## config.mk

```make
export PLATFORM = sky130hd
export DESIGN_NAME = regfile_dump
export DESIGN_NICKNAME = d
export VERILOG_FILES = /design/src/rtl/regfile_dump.sv
export SDC_FILE = /design/constraint.sdc
export NUM_CORES = 1
export LEC_CHECK = 0
export CAP_MARGIN = 25
export CORE_MARGIN = 3
export CORE_UTILIZATION = 25
export CTS_BUF_LIST = sky130_fd_sc_hd__clkbuf_8
export DETAILED_ROUTE_END_ITERATION = 10
export MAX_ROUTING_LAYER = met4
export PLACE_DENSITY = 0.57
export SLEW_MARGIN = 0
export SYNTH_ARGS = -nofsm -noshare
export SYNTH_HDL_FRONTEND = slang
export SYNTH_SLANG_ARGS = --single-unit
```

## constraint.sdc

```tcl
create_clock -name clk -period 1.6 [get_ports clk]
set_input_delay 0.32 -clock clk [delete_from_list [all_inputs] [get_ports clk]]
set_output_delay 0.32 -clock clk [all_outputs]
set_load 0.01 [all_outputs]
```

## src/rtl/regfile_dump.sv

```systemverilog
// Register-file dump engine: walks an address range through a read port and streams words out.
// Optional REGFILE_DUMP_PARITY_EN adds an even-parity bit registered alongside dump_data.
module regfile_dump #(
  parameter int DATA_W = 16,
  parameter int ADDR_W = 4
) (
  input  logic              clk,
  input  logic              rst,
  input  logic              start,
  input  logic [ADDR_W-1:0] start_addr,
  input  logic [ADDR_W-1:0] end_addr,
  input  logic              abort,
  output logic [ADDR_W-1:0] rd_addr,
  input  logic [DATA_W-1:0] rd_data,
  output logic [DATA_W-1:0] dump_data,
  output logic [ADDR_W-1:0] dump_addr,
  output logic              dump_valid,
  input  logic              dump_ready,
`ifdef REGFILE_DUMP_PARITY_EN
  output logic              dump_parity,
`endif
  output logic              busy,
  output logic              done
);

  typedef enum logic [1:0] {
    IDLE = 2'd0,
    ADDR = 2'd1,
    HOLD = 2'd2,
    DONE = 2'd3
  } state_t;

  state_t            state_q;
  logic [ADDR_W-1:0] end_q;
  logic [ADDR_W-1:0] rd_addr_q;
  logic [ADDR_W-1:0] rd_addr_d;
  logic [DATA_W-1:0] data_q;
  logic [ADDR_W-1:0] daddr_q;
  logic              valid_q;
  logic              busy_q;
  logic              done_q;
  logic              last_w;

  // Range walk wraps naturally at 2^ADDR_W.
  assign rd_addr_d = rd_addr_q + {{(ADDR_W-1){1'b0}}, 1'b1};
  assign last_w    = (daddr_q == end_q);

`ifdef REGFILE_DUMP_PARITY_EN
  logic parity_q;
`endif

  always_ff @(posedge clk) begin
    if (rst) begin
      state_q   <= IDLE;
      end_q     <= '0;
      rd_addr_q <= '0;
      data_q    <= '0;
      daddr_q   <= '0;
      valid_q   <= 1'b0;
      busy_q    <= 1'b0;
      done_q    <= 1'b0;
`ifdef REGFILE_DUMP_PARITY_EN
      parity_q  <= 1'b0;
`endif
    end else begin
      unique case (state_q)
        IDLE: begin
          done_q <= 1'b0;
          if (start) begin
            end_q     <= end_addr;
            rd_addr_q <= start_addr;
            busy_q    <= 1'b1;
            state_q   <= ADDR;
          end
        end
        ADDR: begin
          if (abort) begin
            valid_q <= 1'b0;
            busy_q  <= 1'b0;
            state_q <= IDLE;
          end else begin
            data_q   <= rd_data;
            daddr_q  <= rd_addr_q;
            valid_q  <= 1'b1;
`ifdef REGFILE_DUMP_PARITY_EN
            parity_q <= ^rd_data;
`endif
            state_q  <= HOLD;
          end
        end
        HOLD: begin
          // Abort wins over a same-cycle handshake; that word is dropped.
          if (abort) begin
            valid_q <= 1'b0;
            busy_q  <= 1'b0;
            state_q <= IDLE;
          end else if (dump_ready) begin
            valid_q <= 1'b0;
            if (last_w) begin
              done_q  <= 1'b1;
              state_q <= DONE;
            end else begin
              rd_addr_q <= rd_addr_d;
              state_q   <= ADDR;
            end
          end
        end
        DONE: begin
          done_q  <= 1'b0;
          busy_q  <= 1'b0;
          state_q <= IDLE;
        end
      endcase
    end
  end

  assign rd_addr    = rd_addr_q;
  assign dump_data  = data_q;
  assign dump_addr  = daddr_q;
  assign dump_valid = valid_q;
  assign busy       = busy_q;
  assign done       = done_q;
`ifdef REGFILE_DUMP_PARITY_EN
  assign dump_parity = parity_q;
`endif

endmodule
```

==> results.toml <==
[grt]
grt_overflow_total = 0
grt_usage_pct = 12.2
antenna_found_initial = 0
grt_max_degree = 21
grt_pass1_wl_um = 6610
grt_pass1_vias = 1390

[floorplanning]
coreArea_um2 = 5610
initial_utilization_pct = 26.4
dieArea_um2 = 6870
fp-row-count = 27
die_x_um = 82.9
io_pins = 56
die_h_um = 82.9

[timing]
rsz0062_at_grt = "no"
final_hold_viol_count = 0
finClkSkew_ps = 6.59
slew_headroom_pct = 81.4
clock.fmax_mhz = 655
tightest_slew_ps = 278
fin_crit_sh_pct = 95.5
final_max_slew_viol_count = 0
setup_ws_ps = 72.7
min_period_ps = 1530
setup_violations = 0

[clocking]
cts_buffer_depth = 2
cts_root_buf = "clkbuf_8"
hold_buffers = 0
numCtsBuffers = 5
cts_tree = "yes"
clk_pin_slew_ps = 70
htree_levels = 2
cts.sinks = 33
cts_setup_buffers = 0
insertion_delay_ps = 280

[cells_and_area]
drive_gt1_share_pct = 14.6
finalNetCount = 286
area_growth_pct = 62.4
fin_util_pct = 42.8
n_fill_cell = 595
diodes = 0
final_common_cell = "clkdlybuf4s50_1"
final_cell_mix = "53 x clkdlybuf4s50_1, 47 x nand2_1, 32 x dfxtp_1, 27 x a21oi_1, 17 x buf_4"

[worst_setup_path]
critPathMaxFanout = 3
cpLargestDelayFamily = "buffers and inverters"
path_cells = "clkdlybuf4s50_1"
required_ps = 1280
critPathLaunchType = "flop"
r2r_setup_slack_ps = 120
crit_end = "dump_addr[3]"
r2r_cells = 7
startpoint = "dump_addr[3]"
critical-path-slowest-cell = "clkdlybuf4s50_1"
cp_slowest_stage_delay_ps = 560
cp.arrival_ps = 1210
path_buf_inv = 1
r2r_end = "rd_addr[3]"
cp.depth = 1
rr_startpoint = "state_q[1]"
cp-end-kind = "output port"
critPathKind = "reg -> out"

[pwr]
combPwrFrac_pct = 23.4
swShare_pct = 25.3
p_seq_share_pct = 40.5
p_int_mw = 1.67
cellPowerDensity_nw_per_um2 = 930
ir_drop_mv = 0.387
p_leak_nw = 0.909
pwr-share-clk_pct = 36.1
power.switching_mw = 0.565

[flow_run]
cap_violations = 0

[synth]
netlist_area_um2 = 1480
synth_nets = 215
yosys.area.top_type = "dfxtp_1"
synth.area.top_cells = "dfxtp_1 45%, nand2_1 12%, a21oi_1 9.1%"
synth_top_area_share_pct = 44.7
ys_types = 31
ys_seq_elements = 33
avgSynthCellArea_um2 = 8.13
ys_seq_area_share_pct = 44.7
yosysWarnings = 0
synth_cells = 182

[placement]
detailedPlace.worstSlack_ps = -147
hpwl_um = 2910
portBuffers = 55
gp_congestion = 0.768

[routing]
ant_nets = 0
route.vias.total = 1458
post_drt_via_cell_ratio = 4.47
drt-pass1-iter-count = 4
drc_errors = 0
routedWlPerCell_um = 12.0
drtIter0Drc = 50
drt-total-wl_um = 3920

[status]
status = "finished clean"

[worst_hold_path]
hold_path_class = "reg -> reg"
## cell usage after synthesis
library cell / count
nand2b_4: 1
and4_2: 1
mux2i_1: 4
a211oi_1: 1
or3_1: 2
nand4_2: 1
o21ai_0: 2
a211oi_4: 1
nor2b_2: 1
clkbuf_2: 1
dfxtp_1: 33
buf_2: 3
nand2_1: 47
nand3_1: 6
nor2b_1: 5
clkbuf_1: 8
o41ai_1: 1
a31oi_1: 4
ha_1: 4
nor2_1: 7
nand4b_1: 2
nand2b_1: 3
nand4_1: 2
xnor2_1: 4
o211ai_1: 2
a31o_2: 1
inv_1: 3
nor3_1: 2
o22ai_1: 1
nor3b_1: 2
a21oi_1: 27
## worst register-to-register path, stage by stage, from the launching register on
cell      delay, ps
dfxtp_1         340
inv_1            60
ha_2            200
nor2b_4         140
a211oi_4        200
buf_6           150
mux2i_1         180
a31oi_1          90
## worst min path at each step
stage                 start           end  cells past startpoint
2_1_floorplan      end_q[0]      end_q[0]                      2
3_3_place_gp   dump_data[2]  dump_data[2]                      2
3_5_place_dp   dump_data[2]  dump_data[2]                      2
4_1_cts        dump_data[2]  dump_data[2]                      2
5_1_grt        dump_data[2]  dump_data[2]                      2
6_report       dump_data[2]  dump_data[2]                      2
## state kept, by name, indices dropped and copies added, names as in the netlist
name        cells
dump_data      16
dump_addr       4
end_q           4
rd_addr         4
state_q         2
busy            1
done            1
dump_valid      1
## kinds of logic after synthesis
family / synth area share (%)
fa+ha+maj: 3.38
simple gates: 26.7
flops: 44.7
xor+xnor: 2.37
compound gates: 16.0
buf+inv: 4.14
mux: 2.71
## power by group through the flow
stage / logic [mW] / clock network (mW) / registers [mW]
detailed placement: 0.521 / 0 / 0.923
finish: 0.523 / 0.806 / 0.904
global placement: 0.520 / 0 / 0.923
floorplan: 0.216 / 0 / 0.943
global route: 0.575 / 0.872 / 0.910
CTS: 0.524 / 0.836 / 0.905
## per-stage QoR
step                      total power [mW]  instances  cell area [um2]  hold WS [ps]  TNS, ps
after floorplan                       1.16        182             1480           449        0
after global placement                1.44        318             2260           439     -484
after detailed placement              1.44        318             2260           444     -691
after CTS                             2.26        326             2380           454        0
after global routing                  2.36        326             2400           469        0
final                                 2.23        326             2400           450        0
## metal layers
metal  part of all wire, %  track usage (%)
met4                   1.0             4.46
met5                     0                -
met2                    47             19.5
met1                    46             14.8
met3                   5.5             3.17
## what timing repair did
action	in CTS	in global routing
pin swaps	0	0
endpoints found under the setup margin	1	8
gates resized for setup	1	6
## final cells by class
cell class	instances	area [um2]	area share (%)
inverter	3	11.3	0.469
timing repair buffer	76	754	31.4
multi-input combinational	134	767	31.9
sequential	33	662	27.6
clock inverter	2	33.8	1.41
clock buffer	6	82.6	3.44
tap	72	90.1	3.75
(Power assumes the default switching activity.)
